## src/rtl/audio_mixer.sv

```systemverilog
// -----------------------------------------------------------------------------
// audio_mixer
//   Multi-channel one-shot square-wave sound engine. Each channel latches its
//   half-period and tone length on a rising trigger edge, then plays a square
//   wave (high hp cycles, low hp cycles, ...) for exactly len cycles. The
//   channel waves are combined by a selectable mixer into one 1-bit output.
//
// Parameters
//   NUM_CH  number of tone channels (1..8)
//   PW      half-period field width (clk cycles)
//   LW      tone-length field width (clk cycles)
//
// Ports
//   clk          system clock
//   rst_n        asynchronous active-low reset
//   trigger      per-channel start request (rising edge starts/restarts)
//   half_period  per-channel half-period, channel i at [i*PW +: PW]
//   tone_length  per-channel length,      channel i at [i*LW +: LW]
//   mix_mode     00/11 = OR, 01 = priority (lowest index), 10 = sigma-delta
//   mute         forces sound low; channels keep running
//   busy         channel i is playing
//   sound        mixed 1-bit audio
// -----------------------------------------------------------------------------
module audio_mixer #(
   parameter int NUM_CH = 4,
   parameter int PW     = 12,
   parameter int LW     = 20
) (
   input  logic                 clk,
   input  logic                 rst_n,
   input  logic [NUM_CH-1:0]    trigger,
   input  logic [NUM_CH*PW-1:0] half_period,
   input  logic [NUM_CH*LW-1:0] tone_length,
   input  logic [1:0]           mix_mode,
   input  logic                 mute,
   output logic [NUM_CH-1:0]    busy,
   output logic                 sound
);

   localparam int AW = $clog2(NUM_CH + 1);
   localparam logic [AW:0] N_T = (AW+1)'(NUM_CH);

   logic [NUM_CH-1:0] trig_q_reg;
   logic              armed_reg;
   logic [NUM_CH-1:0] busy_vec;
   logic [NUM_CH-1:0] wave_vec;

   logic              mix_reg;
   logic              sound_reg;
   logic [AW-1:0]     acc_reg;

   logic [NUM_CH-1:0] act;
   logic [AW-1:0]     s_cnt;
   logic [AW:0]       sd_t;
   logic              pri_wave;
   logic              mix_next;
   logic [AW-1:0]     acc_next;

   // Trigger history. armed_reg stays low for the first edge after reset so
   // that a trigger already held high across reset only loads the history
   // and never counts as a fresh rising edge.
   always_ff @(posedge clk or negedge rst_n) begin
      if (!rst_n) begin
         trig_q_reg <= '0;
         armed_reg  <= 1'b0;
      end else begin
         trig_q_reg <= trigger;
         armed_reg  <= 1'b1;
      end
   end

   // Per-channel tone generators
   genvar gi;
   generate
      for (gi = 0; gi < NUM_CH; gi++) begin : g_ch
         logic [PW-1:0] hp_reg;
         logic [PW-1:0] phase_reg;
         logic [LW-1:0] rem_reg;
         logic          busy_ch_reg;
         logic          wave_ch_reg;
         logic [PW-1:0] hp_in;
         logic [PW-1:0] hp_eff;
         logic [LW-1:0] len_in;
         logic          start;

         assign hp_in  = half_period[gi*PW +: PW];
         assign len_in = tone_length[gi*LW +: LW];
         // a zero half-period would never toggle; treat it as one cycle
         assign hp_eff = (hp_in == '0) ? PW'(1) : hp_in;
         assign start  = armed_reg & trigger[gi] & ~trig_q_reg[gi] & (len_in != '0);

         always_ff @(posedge clk or negedge rst_n) begin
            if (!rst_n) begin
               hp_reg      <= '0;
               phase_reg   <= '0;
               rem_reg     <= '0;
               busy_ch_reg <= 1'b0;
               wave_ch_reg <= 1'b0;
            end else if (start) begin
               // start (or restart) has priority over a natural end
               hp_reg      <= hp_eff;
               phase_reg   <= hp_eff - PW'(1);
               rem_reg     <= len_in - LW'(1);
               busy_ch_reg <= 1'b1;
               wave_ch_reg <= 1'b1;
            end else if (busy_ch_reg) begin
               if (rem_reg == '0) begin
                  busy_ch_reg <= 1'b0;
                  wave_ch_reg <= 1'b0;
               end else begin
                  rem_reg <= rem_reg - LW'(1);
                  if (phase_reg == '0) begin
                     wave_ch_reg <= ~wave_ch_reg;
                     phase_reg   <= hp_reg - PW'(1);
                  end else begin
                     phase_reg <= phase_reg - PW'(1);
                  end
               end
            end
         end

         assign busy_vec[gi] = busy_ch_reg;
         assign wave_vec[gi] = wave_ch_reg;
      end
   endgenerate

   // Mixer combinational logic
   always_comb begin
      act      = wave_vec & busy_vec;
      s_cnt    = '0;
      pri_wave = 1'b0;
      for (int i = 0; i < NUM_CH; i++) begin
         s_cnt = s_cnt + AW'(act[i]);
      end
      // scan from the top so the lowest busy index is the last one written
      for (int i = NUM_CH - 1; i >= 0; i--) begin
         if (busy_vec[i]) begin
            pri_wave = wave_vec[i];
         end
      end
      sd_t     = {1'b0, acc_reg} + {1'b0, s_cnt};
      mix_next = 1'b0;
      acc_next = '0;
      case (mix_mode)
         2'b01: mix_next = pri_wave;
         2'b10: begin
            // first-order sigma-delta: output density = S / NUM_CH
            if (sd_t >= N_T) begin
               mix_next = 1'b1;
               acc_next = AW'(sd_t - N_T);
            end else begin
               mix_next = 1'b0;
               acc_next = AW'(sd_t);
            end
         end
         default: mix_next = |act;
      endcase
   end

   // Mix and output registers; accumulator is held at zero outside mode 10
   always_ff @(posedge clk or negedge rst_n) begin
      if (!rst_n) begin
         mix_reg   <= 1'b0;
         acc_reg   <= '0;
         sound_reg <= 1'b0;
      end else begin
         mix_reg   <= mix_next;
         acc_reg   <= acc_next;
         sound_reg <= mix_reg & ~mute;
      end
   end

   assign busy  = busy_vec;
   assign sound = sound_reg;

endmodule

```

## config.mk

```make
export PLATFORM = sky130hd
export DESIGN_NAME = audio_mixer
export DESIGN_NICKNAME = d
export VERILOG_FILES = /design/src/rtl/audio_mixer.sv
export SDC_FILE = /design/constraint.sdc
export NUM_CORES = 1
export LEC_CHECK = 0
export CAP_MARGIN = 20
export CORE_ASPECT_RATIO = 1.4
export CORE_MARGIN = 2
export CORE_UTILIZATION = 55
export DETAILED_ROUTE_END_ITERATION = 7
export GPL_TIMING_DRIVEN = 0
export MAX_ROUTING_LAYER = met4
export PLACE_DENSITY = 0.75
export SETUP_SLACK_MARGIN = 0.15
export SYNTH_ARGS = -nofsm -noshare
export SYNTH_HDL_FRONTEND = slang
export SYNTH_SLANG_ARGS = --single-unit
```

## constraint.sdc

```tcl
create_clock -name clk -period 4.2 [get_ports clk]
set_clock_uncertainty 0.2 [all_clocks]
set_input_delay 0.84 -clock clk [delete_from_list [all_inputs] [get_ports clk]]
set_output_delay 0.84 -clock clk [all_outputs]
set_load 0.02 [all_outputs]
```

After elaboration in Yosys (flattened, before gate mapping)
Index checks and enable logic that the tools add are counted.
Cells by class
  $add $sub $neg: 25
  reductions and logical operators: 33
  magnitude comparators: 1
  eq/ne operators: 6
  multiplexer cells: 68
  bitwise gates (word level): 23
Operator list (number)
  $mux W12: 20
  $mux W20: 12
  $sub A20 B1 Y20 const B: 8
  $sub A12 B1 Y12 const B: 12
  $logic_not A12 Y1: 8
  $logic_not A20 Y1: 4
  $reduce_bool A20 Y1: 4
  $mux W1: 33
  $reduce_and A2 Y1: 8
  $and A1 B1 Y1: 13
  $reduce_bool A3 Y1: 4
  $not A1 Y1: 9
  $ne A2 B2 Y1 const B: 4
  $reduce_bool A2 Y1: 4
  $mux W3: 2
  $add A3 B3 Y4: 1
  $and A4 B4 Y4: 1
  $ge A4 B3 Y1 const B: 1
  $reduce_or A4 Y1: 1
  $add A2 B1 Y3: 1
  $add A3 B1 Y3: 1
  $sub A3 B3 Y3 const B: 1
  $add A1 B1 Y2: 1
  $eq A2 B1 Y1 const B: 1
  other kinds (2): 2
Word-level totals
  bits of input ports: 137
  register bits after elaboration: 194
  output and inout bits: 5
  logic and storage cells: 181

Depth between registers and ports, before layout
  word-level depth: 8
  depth in mapped cells: 15
  gate-level depth less buffers: 12

Worst setup path after synthesis
Ideal clock, no wire load.
  path kind: in2reg
  start: input port tone_length[13]
  end: register g_ch[0].rem_reg[18]
  buffers on the path: 4
  data required time: 3.921 ns
  arrival time: 4.585 ns
  library setup time: 0.079 ns
  stages: 15
  setup slack: -0.665 ns
  path through: or4_1 buf_2 or4_4 o21ai_2 buf_4 buf_4 buf_2 mux2i_1 ha_1 o311ai_1 a311o_2 o21bai_2 or4_1 xor2_1 mux2i_1
On the way
  cells in the longest elaborated chain, start to end: 4
  elaborated cells on any way between the ends: 7
  those cells by class: 1 x add/sub; 1 x eq/ne; 1 x mux; 1 x bitwise; 3 x reduce/logical
Ends and longest elaborated chain
  start: declaration: RTL line 33  | input logic [NUM_CH*LW-1:0] tone_length,
  parallel branches: the longest is 4 deep, another holds $sub A20 B1 Y20
  end signal: assignment: RTL line 103  | rem_reg <= len_in - LW'(1);
  end signal: assignment: RTL line 111  | rem_reg <= rem_reg - LW'(1);
  end: declaration: RTL line 78  | logic [LW-1:0] rem_reg;
Several ways; the timed one is not identified.
A chain may end at the register's enable or synchronous reset.

Final worst setup path
  start: input port tone_length[8]
  end: register g_ch[0].rem_reg[18]
The elaborated chain is that of the path after synthesis.

==> flow_summary.toml <==
[status]
status = "finished, final reports clean"

[layout]
largest_reg_flops = 80
final_nets = 1922
postLayoutCellArea_um2 = 16500
areaGrowthSynthToFinish_pct = 27.7
drive_above_1_share = 0.143
multi_input_area_um2 = 8080
antenna_cells = 0
nFillCells = 1826
ff_latch_area_um2 = 4850

[clock_network]
hold_buffers = 0
cts_buffers = 17
tritoncts = "built"
path_clk_slew_ns = 0.08
htreeDepth = 4
clkLatencyLatePin_ns = 0.45
clockBufferDepth = 2
clockRootBuffer = "clkbuf_16"
cts.sinks = 194

[routing]
drt_iter0_drc = 1000
dr_total_vias = 12900
drc_errors = 0
wl_met1_um = 15300
topRoutingLayerUsed = "met4"
first_pass_iters = 5
wl_per_cell_um = 18.7
wl_met2_um = 19800
totalWireLength_um = 39200
met3_length_um = 2390
ant_nets = 0
drt-vias-per-instance = 6.16

[critical_path]
crit_chain = "buf_8, or4_4, or4_4, o21ai_4, buf_6, buf_8, buf_8, mux2i_1, ha_2, o311ai_4, a311o_2, o21bai_4, or4_1, xor2_1, mux2i_1"
crit_family = "simple AND/OR/NAND/NOR gates"
worstSetupStartpoint = "tone_length[8]"
cp_max_fo = 4
path_depth = 15
crit_required_ns = 4.33
r2r_end = "g_ch[3].phase_reg[5]$_DFFE_PN0P_"
cp_num_buf_inv = 4
end_kind = "flop"
arrival_ns = 4.25
critPathLaunchType = "input pin"
cpPeakStageDelay_ns = 0.57
r2r_slack_ns = 0.38
cpMostUsedCell = "buf_8"
reg2regPathDepth = 8
r2r_start = "g_ch[3].rem_reg[2]$_DFFE_PN0P_"
path_class = "in2reg"
critPathSlowestCell = "or4_4"

[sta]
rsz0062_at_grt = "true"
max_slew_margin = 0.436
fin_crit_sh = 0.981
maxSlewViolCount = 0
worst_slew_pin_slew_ns = 0.838
hold_viol_final = 0
fmax_ghz = 0.243
fin_crit_ns = 4.12
setup_viol_count_final = 0

[synth]
synth_top_area_cell = "dfrtp_1"
synth.cell_area_um2 = 12900
synth_cells = 1542
synth_nets = 1693
synth_flop_cell = "dfrtp_1"
synth_area_leaders = "dfrtp_1 38%, nand2_1 7.6%, xnor2_1 6.4%, nor2_1 4.8%, a21oi_1 4.3%"
ys_warn_count = 0
synthDistinctLibCells = 90
synth-edff-count = 0
synth-seq-area-share = 0.376
synth_common_cells = "262 x nand2_1, 194 x dfrtp_1, 166 x nor2_1, 111 x a21oi_1, 94 x xnor2_1"
ys_ff_latch = 194
avgSynthCellArea_um2 = 8.37
async_flop_share = 1.00
synth_top_area_frac = 0.376
synth_most_common_cell = "nand2_1"

[floorplanning]
die_area_um2 = 24700
die_w_um = 133
die_y_um = 185
core_area_um2 = 23100
std_cell_rows = 66
pin_count = 142
start_util = 0.558

[hold_path]
min_path_type = "in2async"

[global_routing]
grtUsageTotal = 0.324
grt_pass1_wl_um = 62200
grt_pass1_vias = 12600
antenna_found_initial = 0
overflow = 0
grt_start_max_net_pins = 122

[place]
dpl_cell_area_um2 = 14900
gp_congestion = 0.981
port_buffers = 141
dp.final_hpwl_um = 27300

[pwr]
power.leakage_nw = 6.72
ir_drop_mv = 0.320
power_density_nw_per_um2 = 425
p_total_w = 0.00701

[run]
max_cap_violations = 0
area by class of cell:
type / instances / area share
Clock inverter: 14 / 0.0104
Multi-Input combinational cell: 1266 / 0.491
Inverter: 13 / 0.00296
Tap cell: 306 / 0.0232
Timing Repair Buffer: 210 / 0.120
Sequential cell: 194 / 0.295
Clock buffer: 18 / 0.0267
Buffer: 69 / 0.0313
stage by stage:
stage	utilization	TNS, ns	worst slack, ns	hold slack [ns]	cells
final	0.713	0	0.0801	0.130	2090
after global routing	0.713	-0.0798	-0.0346	0.196	2090
after CTS	0.697	-0.0281	-0.0281	0.180	2063
after detailed placement	0.644	-50.37	-1.39	0.253	1990
after global placement	0.642	-1267.01	-6.32	0.253	1989
after floorplan	-	-1.30	-0.452	0.239	1542
worst register-to-register path: stages, from the launching register on:
cell and delay, ns:
dfrtp_1 0.45, nor4_1 0.74, nand3b_1 0.28, nor4_1 0.50
nand2b_1 0.33, clkbuf_1 0.51, nor3_1 0.13, a2111oi_0 0.40
a21oi_1 0.12
worst max path at each step:
stage	to	slack (ns)
2_1_floorplan	g_ch[0].rem_reg[18]$_DFFE_PN0P_	-0.45
3_3_place_gp	g_ch[2].hp_reg[0]$_DFFE_PN0N_	-6.32
3_5_place_dp	g_ch[0].rem_reg[18]$_DFFE_PN0P_	-1.39
4_1_cts	g_ch[0].rem_reg[18]$_DFFE_PN0P_	-0.03
5_1_grt	g_ch[0].rem_reg[18]$_DFFE_PN0P_	-0.03
6_report	g_ch[0].rem_reg[18]$_DFFE_PN0P_	0.08
power by group:
part	leakage [nW]	total, W	switching (W)	internal [W]
registers	2.31	0.00297	0.000579	0.00239
logic	4.13	0.00232	0.00118	0.00114
clock network	0.282	0.00172	0.000806	0.000913
total	6.72	0.00701	0.00257	0.00444
logic make-up after synthesis:
| kind of cell | after synthesis | share of synthesized area |
|---|---|---|
| buf+inv | 82 | 0.0279 |
| fa+ha+maj | 14 | 0.0153 |
| compound gates | 336 | 0.164 |
| simple gates | 709 | 0.269 |
| other cells | 1 | 0.000291 |
| flops | 194 | 0.376 |
| mux | 61 | 0.0487 |
| xor+xnor | 145 | 0.0984 |
layout by cell type, fill, tap and decap left out, types with 11 or more instances in the layout:
cell,Yosys,layout
a21oi_1,111,111
a31oi_1,19,17
buf_4,9,70
buf_6,1,11
clkbuf_1,43,29
clkbuf_16,0,19
clkdlybuf4s50_1,0,102
dfrtp_1,194,194
dlymetal6s2s_1,0,17
inv_1,12,12
mux2_2,14,12
mux2i_1,47,45
nand2_1,262,261
nand3_1,25,23
nor2_1,166,162
nor3_1,77,73
nor4_1,41,37
o21a_1,13,13
o21ai_0,88,84
or2_2,12,11
or3_1,25,24
or4_1,15,11
xnor2_1,94,93
xor2_1,51,51
repair_timing:
action                                  CTS  global route
pin swaps                                25            35
resized for setup                       121            66
setup buffers                            41            28
endpoints found under the setup margin   55            35
layer usage:
metal  up-vias  global-route usage
met5         -                   -
met4         0               0.158
met3       147              0.0432
met2       574               0.558
met1      6192               0.372
li1       5971                   -
Power figures use the tool's default switching activity.
